**config.mk**
```make
export PLATFORM = sky130hd
export DESIGN_NAME = ghost_move_scheduler
export DESIGN_NICKNAME = d
export VERILOG_FILES = /design/src/rtl/ghost_move_scheduler.sv
export SDC_FILE = /design/constraint.sdc
export NUM_CORES = 1
export LEC_CHECK = 0
export CORE_MARGIN = 2
export CORE_UTILIZATION = 40
export DETAILED_ROUTE_END_ITERATION = 10
export GPL_TIMING_DRIVEN = 0
export PLACE_DENSITY = 0.63
export SLEW_MARGIN = 10
export SYNTH_ARGS = -nofsm -noshare
export SYNTH_HDL_FRONTEND = slang
export SYNTH_SLANG_ARGS = --single-unit
```
**constraint.sdc**
```tcl
create_clock -name clk -period 9.5 [get_ports clk]
set_clock_uncertainty 0.15 [all_clocks]
set_input_delay 2.375 -clock clk [delete_from_list [all_inputs] [get_ports clk]]
set_output_delay 2.375 -clock clk [all_outputs]
set_load 0.005 [all_outputs]
```
**src/rtl/ghost_move_scheduler.sv**
```systemverilog
// Moves every ghost through one shared wall/collision checker port.
// Each movement tick visits the ghosts in order; a blocked ghost re-aims from the LFSR up to three times.
module ghost_move_scheduler #(
    parameter int         NUM_GHOSTS = 4,
    parameter int         TICK_DIV   = 131072,
    parameter logic [9:0] X0         = 10'd200,
    parameter logic [8:0] Y0         = 9'd146,
    parameter logic [7:0] LFSR_SEED  = 8'hA5
) (
    input  logic                     clk,
    input  logic                     rst,
    input  logic                     enable,
    output logic                     ck_req,
    output logic [9:0]               ck_x,
    output logic [8:0]               ck_y,
    output logic [1:0]               ck_dir,
    input  logic                     ck_ack,
    input  logic                     ck_free,
    output logic [10*NUM_GHOSTS-1:0] ghost_x,
    output logic [9*NUM_GHOSTS-1:0]  ghost_y,
    output logic [2*NUM_GHOSTS-1:0]  ghost_dir,
    output logic                     busy,
    output logic                     step_done,
    output logic                     overrun
);
    localparam int PW = (TICK_DIV > 1) ? $clog2(TICK_DIV) : 1;
    localparam int GW = (NUM_GHOSTS > 1) ? $clog2(NUM_GHOSTS) : 1;

    localparam logic [1:0] S_IDLE = 2'd0;
    localparam logic [1:0] S_REQ  = 2'd1;
    localparam logic [1:0] S_EVAL = 2'd2;
    localparam logic [1:0] S_NEXT = 2'd3;

    logic [1:0]    state;
    logic [PW-1:0] presc;
    logic [7:0]    lfsr;
    logic          pending;
    logic          free_q;
    logic [GW-1:0] g;
    logic [1:0]    tries;
    logic [1:0]    cand;

    logic          wrap;
    logic          tick;
    int            gi;
    int            gn;
    logic [9:0]    cur_x;
    logic [8:0]    cur_y;
    logic [9:0]    step_x;
    logic [8:0]    step_y;
    logic [9:0]    nxt_x;
    logic [8:0]    nxt_y;
    logic [1:0]    nxt_dir;
    logic [1:0]    alt_dir;

    assign wrap = (presc == PW'(TICK_DIV - 1));
    assign tick = wrap && enable;

    // Current ghost's one-pixel step, the next ghost's state, and the retry heading.
    always_comb begin
        gi      = int'(g);
        gn      = (gi + 1 < NUM_GHOSTS) ? gi + 1 : 0;
        cur_x   = ghost_x[10*gi +: 10];
        cur_y   = ghost_y[9*gi +: 9];
        nxt_x   = ghost_x[10*gn +: 10];
        nxt_y   = ghost_y[9*gn +: 9];
        nxt_dir = ghost_dir[2*gn +: 2];
        step_x  = cur_x;
        step_y  = cur_y;
        case (cand)
            2'b00:   step_y = cur_y - 9'd1;
            2'b01:   step_y = cur_y + 9'd1;
            2'b10:   step_x = cur_x - 10'd1;
            default: step_x = cur_x + 10'd1;
        endcase
        alt_dir = (lfsr[1:0] == cand) ? cand + 2'd1 : lfsr[1:0];
    end

    always_ff @(posedge clk) begin
        if (rst) begin
            state     <= S_IDLE;
            presc     <= '0;
            lfsr      <= LFSR_SEED;
            pending   <= 1'b0;
            overrun   <= 1'b0;
            free_q    <= 1'b0;
            g         <= '0;
            tries     <= '0;
            cand      <= '0;
            ck_req    <= 1'b0;
            ck_x      <= '0;
            ck_y      <= '0;
            ck_dir    <= '0;
            busy      <= 1'b0;
            step_done <= 1'b0;
            for (int i = 0; i < NUM_GHOSTS; i++) begin
                ghost_x[10*i +: 10] <= X0 + 10'(16 * i);
                ghost_y[9*i +: 9]   <= Y0;
                ghost_dir[2*i +: 2] <= 2'(i);
            end
        end else begin
            presc     <= wrap ? '0 : presc + 1'b1;
            lfsr      <= {lfsr[6:0], lfsr[7] ^ lfsr[5] ^ lfsr[4] ^ lfsr[3]};
            step_done <= 1'b0;

            // One-deep tick queue; a second tick before the pass starts is lost.
            if (tick) begin
                if (pending) overrun <= 1'b1;
                else         pending <= 1'b1;
            end

            case (state)
                S_IDLE: begin
                    if (pending) begin
                        pending <= 1'b0;
                        g       <= '0;
                        tries   <= '0;
                        cand    <= ghost_dir[1:0];
                        ck_x    <= ghost_x[9:0];
                        ck_y    <= ghost_y[8:0];
                        ck_dir  <= ghost_dir[1:0];
                        ck_req  <= 1'b1;
                        busy    <= 1'b1;
                        state   <= S_REQ;
                    end
                end
                S_REQ: begin
                    if (ck_ack) begin
                        free_q <= ck_free;
                        ck_req <= 1'b0;
                        state  <= S_EVAL;
                    end
                end
                S_EVAL: begin
                    if (free_q) begin
                        ghost_x[10*gi +: 10] <= step_x;
                        ghost_y[9*gi +: 9]   <= step_y;
                        ghost_dir[2*gi +: 2] <= cand;
                        state                <= S_NEXT;
                    end else if (tries != 2'd3) begin
                        cand   <= alt_dir;
                        ck_dir <= alt_dir;
                        tries  <= tries + 2'd1;
                        ck_req <= 1'b1;
                        state  <= S_REQ;
                    end else begin
                        // Boxed in: stay put but remember the last heading tried.
                        ghost_dir[2*gi +: 2] <= cand;
                        state                <= S_NEXT;
                    end
                end
                S_NEXT: begin
                    if (g == GW'(NUM_GHOSTS - 1)) begin
                        step_done <= 1'b1;
                        busy      <= 1'b0;
                        state     <= S_IDLE;
                    end else begin
                        g      <= g + 1'b1;
                        tries  <= '0;
                        cand   <= nxt_dir;
                        ck_x   <= nxt_x;
                        ck_y   <= nxt_y;
                        ck_dir <= nxt_dir;
                        ck_req <= 1'b1;
                        state  <= S_REQ;
                    end
                end
                default: state <= S_IDLE;
            endcase
        end
    end
endmodule
```
-- Word level (Yosys, flattened, before mapping)
Index checks and enable logic that the tools add are counted.
- add/sub/neg operators: 12
- multiply operators: 4
- magnitude comparators: 1
- eq/ne operators: 16
- shift-type cells: 11
- mux-type cells: 45
- bitwise gates (word level): 4
- reductions and logical operators: 17
- operators by type and width (cell ; number):
    negation 6 -> 33 bit ; 2
    bitwise mux 40 bit ; 1
    one-hot mux 10 bit (2 select lines) ; 2
    variable shift 10 x 33 -> 40 bit (first input constant) ; 1
    indexed part select 10 x 33 -> 40 bit ; 1
    indexed part select 40 x 32 -> 10 bit ; 1
    indexed part select 40 x 8 -> 10 bit ; 1
    bitwise mux 36 bit ; 1
    one-hot mux 9 bit (2 select lines) ; 2
    variable shift 9 x 33 -> 36 bit (first input constant) ; 1
    indexed part select 36 x 32 -> 9 bit ; 1
    indexed part select 36 x 8 -> 9 bit ; 1
    indexed part select 9 x 33 -> 36 bit ; 1
    negation 3 -> 33 bit ; 1
    variable shift 2 x 33 -> 8 bit (first input constant) ; 1
    indexed part select 2 x 33 -> 8 bit ; 1
    < comparator 32 x 4 -> 1 bit (second input constant) ; 1
    two-way mux 2 bit ; 14
    two-way mux 10 bit ; 2
    two-way mux 9 bit ; 2
    adder 17 x 1 -> 17 bit (second input constant) ; 1
    == test 17 bit (second input constant) ; 1
    two-way mux 8 bit ; 2
    inequality test 2 bit (second input constant) ; 8
    other kinds (32) ; 60
- register bits after elaboration: 142
- input port bits: 5
- output and inout bits: 109

-- Longest topological paths before layout
Gate-level depths: netlist of run 1.
- word-level depth: 7
- depth in mapped cells: 16

-- Worst setup path before layout of run 1
Ideal clock, no wire load.
- path kind: register to register
- from: register g[0]
- to: register ghost_x[35]
- library setup time: 0.069 ns
- arrival time: 4.183 ns
- required time: 9.281 ns
- setup slack: 5.098 ns
- stages on the path, launching flop included: 15
- buffers on the path: 3
- period minus slack after synthesis: 4.402 ns
- path through: dfxtp_1 > buf_4 > buf_1 > mux4_2 > ha_1 > clkbuf_1 > nand3b_1 > o221a_2 > o311a_1 > o211ai_1 > o21ai_0 > a211oi_4 > xnor2_1 > mux4_2 > o21ai_1
- word-level cells in the longest chain between the ends: 6
- RTL lines (element ; RTL line ; text):
    start: declaration ; 39 ; logic [GW-1:0] g;
    start signal: assignment ; 158 ; g <= g + 1'b1;
    multiplier 3 x 2 -> 5 bit (*) ; 63, 136 ;
    indexed part select 40 x 32 -> 10 bit ; 63 ; cur_x = ghost_x[10*gi +: 10];
    adder 10 x 1 -> 10 bit or subtractor 10 x 1 -> 10 bit (tied branches) ; 74, 73 ;
    one-hot mux 10 bit (2 select lines) ; 70 ; case (cand)
    indexed part select 10 x 33 -> 40 bit ; 136 ; ghost_x[10*gi +: 10] <= step_x;
    bitwise mux 40 bit (*) ; 136 ;
    end signal: indexed assignment ; 97 ; ghost_x[10*i +: 10] <= X0 + 10'(16 * i);
    end signal: indexed assignment ; 136 ;
    end: declaration ; 19 ; output logic [10*NUM_GHOSTS-1:0] ghost_x,
Every way passes the cells marked *; elsewhere a longest branch is shown, timed or not.
A chain may end at the register's enable or synchronous reset.

-- Worst setup path in the final report of run 1
- from: register g[0]
- to: register ck_x[9]
- word-level cells in the longest chain between the ends: 7
- RTL lines (element ; RTL line ; text):
    adder 2 x 1 -> 3 bit ; 62 ; gn = (gi + 1 < NUM_GHOSTS) ? gi + 1 : 0;
    < comparator 32 x 4 -> 1 bit ; 62 ;
    two-way mux 3 bit ; 62 ;
    multiplier 3 x 3 -> 6 bit ; 65 ; nxt_x = ghost_x[10*gn +: 10];
    indexed part select 40 x 8 -> 10 bit ; 65 ;
    two-way mux 10 bit ; 153 ; if (g == GW'(NUM_GHOSTS - 1)) begin
    one-hot mux 10 bit (2 select lines) ; 112 ; case (state)
    end signal: assignment ; 119 ; ck_x <= ghost_x[9:0];
    end signal: assignment ; 161 ; ck_x <= nxt_x;
    end: declaration ; 14 ; output logic [9:0] ck_x,
Several ways; a longest one is shown, not always the timed one. The select of a mux whose other input is x is not followed.

==> flow_metrics.py, run 1 <==
metrics = {
    "outcome": {
        "status": "complete, no violations",
    },
    "cts": {
        "ctsResizeCount": 0,
        "numCtsBuffers": 17,
        "clk_pin_slew_ns": 0.07,
        "cts_setup_buffers": 0,
        "clk_path_buf_depth": 2,
        "cts_htree_levels": 4,
        "cts_sinks": 142,
        "hold_buffers": 0,
        "insertion_delay_ns": 0.43,
        "cts_tree": "built",
        "cts_root_buffer": "clkbuf_16",
    },
    "critical_path": {
        "reg2reg_depth": 11,
        "critPathSlowestCell": "nor2_1",
        "start_kind": "register",
        "crit_family": "buffers and inverters",
        "critPathBufInv": 6,
        "arrival_ns": 5.89,
        "setup.worst_path.class": "register to register",
        "worstPathRequired_ns": 9.71,
        "r2r-start": "g[0]",
        "cp-end-kind": "register",
        "r2r-end": "ck_x[9]",
        "cp_cell_sequence": "buf_4 > buf_1 > inv_1 > clkbuf_1 > ha_1 > clkbuf_1 > buf_1 > nor2_1 > nor2_1 > o221ai_1 > a21oi_1",
        "r2r_slack_ns": 3.82,
        "critPathMaxStageDelay_ns": 0.86,
        "cp_max_fo": 12,
    },
    "global_routing": {
        "grt_max_degree": 17,
        "grt-ovfl-total": 0,
        "antenna_found_initial": 0,
        "grt_pass1_wl_um": 49950,
        "grt_pass1_vias": 8331,
        "grt_use_total_pct": 30.09,
    },
    "sta": {
        "setup-tns-final_ns": 0,
        "slew_viol_final": 0,
        "grt_setup_unrepaired": "false",
        "relSlewSlack_pct": 19.55,
        "hold_violations": 0,
        "fmax_mhz": 176.1,
        "holdWs_ns": 0.2650,
        "fin_crit_ns": 5.678,
        "worst_slew_pin_slew_ns": 1.198,
        "setup_viol": 0,
        "finalCritPeriodShare_pct": 59.76,
        "setup_ws_ns": 3.822,
    },
    "floorplan": {
        "initial_core_util_pct": 40.87,
        "die_w_um": 148.0,
        "rows": 52,
        "top_level_ports": 114,
        "dieHeight_um": 148.0,
        "die_area_um2": 21910,
        "core_region_area_um2": 20300,
    },
    "placement": {
        "preCtsSetupSlack_ns": 4.020,
        "dpl-instance-area_um2": 9754,
        "io_buffers": 112,
        "place_congestion": 1.024,
        "hpwl_um": 23790,
    },
    "yosys": {
        "yosysUniqueCellTypes": 70,
        "synth_flop_cell": "dfxtp_1",
        "synth_area_um2": 8295,
        "synth-seq-cells": 142,
        "synth_warnings": 0,
        "synth_cells": 1020,
        "async_flop_share_pct": 0,
        "synth-seq-area-share_pct": 34.27,
        "synth_edf_count": 0,
        "avgSynthCellArea_um2": 8.133,
        "synth_nets": 1049,
    },
    "detailed_routing": {
        "viasPerCell": 6.139,
        "wl_per_cell_um": 23.21,
        "ant_nets": 0,
        "drtPass1Iterations": 6,
        "drt-total-wl_um": 33280,
        "via_count": 8804,
        "drc": 0,
        "first_iter_violations": 1005,
    },
    "layout": {
        "layout-drive-gt1-share_pct": 5.842,
        "syn2layout_area_growth_pct": 24.83,
        "antennaDiodeCount": 0,
        "layout_common_cells": "142 x dfxtp_1, 112 x clkdlybuf4s50_1, 110 x nand2_1",
        "fin_area_um2": 10350,
        "layout.nets": 1180,
        "layout_commonest_cell": "dfxtp_1",
    },
    "min_path": {
        "worstHoldPathType": "register to register",
        "hold_path_depth": 1,
        "min_from": "lfsr[6]",
        "hold_end": "lfsr[7]",
    },
    "power": {
        "p_leak_nw": 3.506,
        "power_density_nw_per_um2": 128.7,
        "power.total_mw": 1.333,
        "ir_drop_mv": 0.1262,
    },
    "run": {
        "max_cap_viol_count": 0,
    },
}
-- stage by stage --
stage	cells	utilization, %
after CTS	1434	51.01
after detailed placement	1402	48.05
after floorplan	1020	-
final	1434	51.01
after global routing	1434	51.01
after global placement	1402	48.05
-- final cells by class --
class                           instances  area, um2
Clock buffer                           17      425.4
Timing Repair Buffer                  112       1121
Fill cell                            2002       9945
Inverter                               26      97.59
Multi-Input combinational cell        768       5034
Buffer                                 84      321.6
Clock inverter                         15      175.2
Tap cell                              270      337.8
Sequential cell                       142       2843
-- power by group --
part           leakage [nW]  internal [mW]  switching, mW
Combinational          2.07        0.00980         0.0221
Sequential             1.15          0.600        0.00333
Clock                 0.291          0.396          0.302
-- cell families after synthesis --
family                     synth area share, %
and+or+nand+nor                          19.79
AOI/OAI and AO/OA                        25.55
DFF                                      34.27
buffers and inverters                    5.053
muxes                                    8.356
xor gates and xnor gates                 3.273
adders and majority gates                3.710
-- registers in the layout, indices dropped and copies added, names as in the netlist --
| name | flops |
|---|---|
| ghost_x | 40 |
| ghost_y | 36 |
| presc | 17 |
| ck_x | 10 |
| ck_y | 9 |
| ghost_dir | 8 |
| lfsr | 8 |
| cand | 2 |
| g | 2 |
| state | 2 |
| tries | 2 |
| busy | 1 |
| ck_req | 1 |
| free_q | 1 |
| overrun | 1 |
| pending | 1 |
| step_done | 1 |
-- metal layers --
layer  global-route usage [%]  vias up  routed length [um]
met5                        0        -                   0
met4                    16.24        0                1626
met3                    6.543       94                2895
met2                    46.02      499               14780
met1                    39.68     4168               13980
li1                         -     4043                   -
-- worst max path at each step --
stage,from,to,depth (start not counted)
floorplan,g[0],ghost_x[35],14
detailed placement,g[0],ghost_x[35],14
global route,g[0],ghost_y[35],15
global placement,g[0],ghost_x[35],14
CTS,g[0],ghost_x[35],14
finish,g[0],ck_x[9],11
-- cell usage after synthesis, types with 3 or more instances --
cell type	count	share of area [%]
a221oi_1	16	1.7
nand2_1	110	5.0
a211oi_1	7	0.63
nor2b_1	11	0.83
buf_1	9	0.41
a211o_1	3	0.32
o22ai_1	4	0.30
or2_2	7	0.53
or3_1	7	0.53
nor3_1	29	1.7
o21a_1	6	0.54
nand4_1	10	0.75
xor2_1	17	1.8
and4_1	4	0.42
and3_1	8	0.60
nor4_1	6	0.45
o31ai_1	13	1.2
o211ai_1	9	0.81
clkbuf_1	72	3.3
ha_1	23	3.5
xnor2_1	14	1.5
mux4_2	20	5.4
nand2b_1	7	0.53
o21ai_0	47	2.8
a21oi_1	80	4.8
a22oi_1	26	2.4
dfxtp_1	142	34
nor2_1	106	4.8
o221ai_1	12	1.3
a31oi_1	17	1.3
o311ai_0	8	0.84
mux2i_1	22	2.7
inv_1	26	1.2
a21boi_0	4	0.36
a221o_1	13	1.6
and2_1	8	0.60
o21ai_1	13	0.78
nand3_1	32	1.9
a22o_1	10	1.1
Power figures use the tool's default switching activity.
==> inputs of run 2 (changes only) <==
==> constraint.sdc (replaced) <==
create_clock -name clk -period 5.4 [get_ports clk]
set_clock_uncertainty 0.15 [all_clocks]
set_input_delay 1.35 -clock clk [delete_from_list [all_inputs] [get_ports clk]]
set_output_delay 1.35 -clock clk [all_outputs]
set_load 0.005 [all_outputs]
==> run 2 against run 1 <==
Effect of this change:
- flip-flop and latch count unchanged
- total power grew 76%
- global-route usage about the same
- via count grew 0.81%
- die area is the same
- clock-buffer cell count stayed put
- sequential power is 76% higher
- hold slack hardly changed
- clock power is 76% higher
- register-to-register slack lost 3.6 ns
==> flow_metrics.py, run 2 (synthesized netlist as in run 1, its figures left out) <==
metrics = {
    "global_routing": {
        "grt_pass1_wl_um": 49970,
        "grt-ovfl-total": 0,
        "grt_use_total_pct": 30.10,
        "antenna_found_initial": 0,
        "grt_max_degree": 17,
        "grt_pass1_vias": 8338,
    },
    "floorplan": {
        "core_region_area_um2": 20300,
        "rows": 52,
        "die_area_um2": 21910,
        "dieHeight_um": 148.0,
        "initial_core_util_pct": 40.87,
        "die_w_um": 148.0,
        "top_level_ports": 114,
    },
    "layout": {
        "antennaDiodeCount": 0,
        "top_register": "ghost_x",
        "finalNonFillerCells": 1434,
        "layout_commonest_cell": "dfxtp_1",
        "layout-drive-gt1-share_pct": 6.100,
        "syn2layout_area_growth_pct": 24.89,
        "reg_top3": "ghost_x (40), ghost_y (36), presc (17)",
        "largest_register_ffs": 40,
        "layout_common_cells": "142 x dfxtp_1, 112 x clkdlybuf4s50_1, 110 x nand2_1",
        "nFillCells": 2004,
        "finish.utilization_pct": 51.04,
        "layout.nets": 1180,
    },
    "critical_path": {
        "arrival_ns": 5.33,
        "r2r-end": "ghost_x[35]",
        "worstPathRequired_ns": 5.60,
        "r2r_slack_ns": 0.27,
        "reg2reg_depth": 14,
        "start_kind": "register",
        "setup.worst_path.class": "register to register",
        "r2r-start": "g[0]",
        "cp_max_fo": 10,
        "cp-end-kind": "register",
    },
    "placement": {
        "hpwl_um": 23790,
        "place_congestion": 1.024,
        "io_buffers": 112,
        "dp.cells": 1402,
    },
    "detailed_routing": {
        "wl_per_cell_um": 23.34,
        "viasPerCell": 6.189,
        "first_iter_violations": 1102,
        "drt-total-wl_um": 33480,
        "drc": 0,
        "drtPass1Iterations": 6,
        "via_count": 8875,
        "ant_nets": 0,
    },
    "cts": {
        "cts_setup_buffers": 0,
        "clk_pin_slew_ns": 0.07,
        "cts_sinks": 142,
        "ctsResizeCount": 2,
        "hold_buffers": 0,
        "cts_root_buffer": "clkbuf_16",
        "clk_path_buf_depth": 2,
        "insertion_delay_ns": 0.43,
        "numCtsBuffers": 17,
        "cts_htree_levels": 4,
        "cts_tree": "built",
    },
    "sta": {
        "relSlewSlack_pct": 22.16,
        "fin_crit_ns": 5.129,
        "grt_setup_unrepaired": "false",
        "worst_slew_pin_slew_ns": 1.159,
        "slew_viol_final": 0,
        "finalCritPeriodShare_pct": 94.99,
        "hold_violations": 0,
        "fmax_mhz": 195.0,
        "setup_viol": 0,
    },
    "power": {
        "power_density_nw_per_um2": 226.8,
        "p_leak_nw": 3.513,
        "ir_drop_mv": 0.2242,
    },
    "min_path": {
        "hold_end": "lfsr[7]",
        "min_from": "lfsr[6]",
        "hold_path_depth": 1,
        "worstHoldPathType": "register to register",
    },
    "outcome": {
        "status": "complete, no violations",
    },
    "run": {
        "max_cap_viol_count": 0,
    },
}
[run 2: cell counts in the layout (fill, tap and decap cells not counted)]
Identical to the previous run, type by type.
[run 2: how the worst max path moves through the flow]
stage,from,endpoint,cells after the start
after global routing,g[0],ghost_x[35],14
after CTS,g[0],ghost_x[35],14
final,g[0],ghost_x[35],14
after detailed placement,g[0],ghost_x[35],14
after floorplan,g[0],ghost_x[35],14
after global placement,g[0],ghost_x[35],14
[run 2: cell type report]
cell class                      instances  area [um2]  area share, %
Timing Repair Buffer                  112        1121          10.82
Buffer                                 84       324.1          3.128
Tap cell                              270       337.8          3.261
Clock buffer                           17       425.4          4.106
Clock inverter                         15       175.2          1.691
Multi-Input combinational cell        768        5036          48.61
Inverter                               26       97.59         0.9420
Sequential cell                       142        2843          27.44
[run 2: where the power goes]
part | leakage, nW | switching, mW | internal, mW
sequential | 1.15 | 0.00594 | 1.06
combinational | 2.07 | 0.0394 | 0.0172
clock | 0.291 | 0.535 | 0.697
[run 2: worst max-delay path: stages, from the launching register on]
cell	delay, ns
dfxtp_1	0.40
buf_4	0.25
buf_2	0.41
mux4_2	0.65
ha_1	0.33
clkbuf_1	0.34
nand3b_1	0.12
o221a_2	0.28
o311a_1	0.36
o211ai_1	0.10
o21ai_0	0.18
a211oi_4	0.43
xnor2_1	0.22
mux4_2	0.59
o21ai_1	0.20
[run 2: metrics by stage]
stage	setup TNS (ns)	hold slack (ns)	worst slack, ns	cell area, um2	power (mW)
final	0	0.2650	0.2706	10360	2.350
after floorplan	0	0.2395	0.9978	8295	1.116
after global placement	-0.5052	0.2412	-0.1175	9754	1.139
after CTS	0	0.2722	0.1770	10360	2.349
after global routing	0	0.2801	0.04875	10360	2.397
after detailed placement	-0.1815	0.2429	-0.08031	9754	1.140
[run 2: layer usage]
layer	vias to the layer above	global-route usage [%]	wire, um
met2	527	46.04	14780
met4	0	16.24	1654
met5	-	0	0
li1	4043	-	-
met1	4201	39.68	13720
met3	104	6.543	3312
==> inputs of run 3 (changes only) <==
--- a/config.mk
+++ b/config.mk
@@ -14,3 +14,4 @@
 export SYNTH_ARGS = -nofsm -noshare
 export SYNTH_HDL_FRONTEND = slang
 export SYNTH_SLANG_ARGS = --single-unit
+export TNS_END_PERCENT = 5
==> results of run 3 <==
No change in the layout: final DEF, timing and power equal those of run 2.
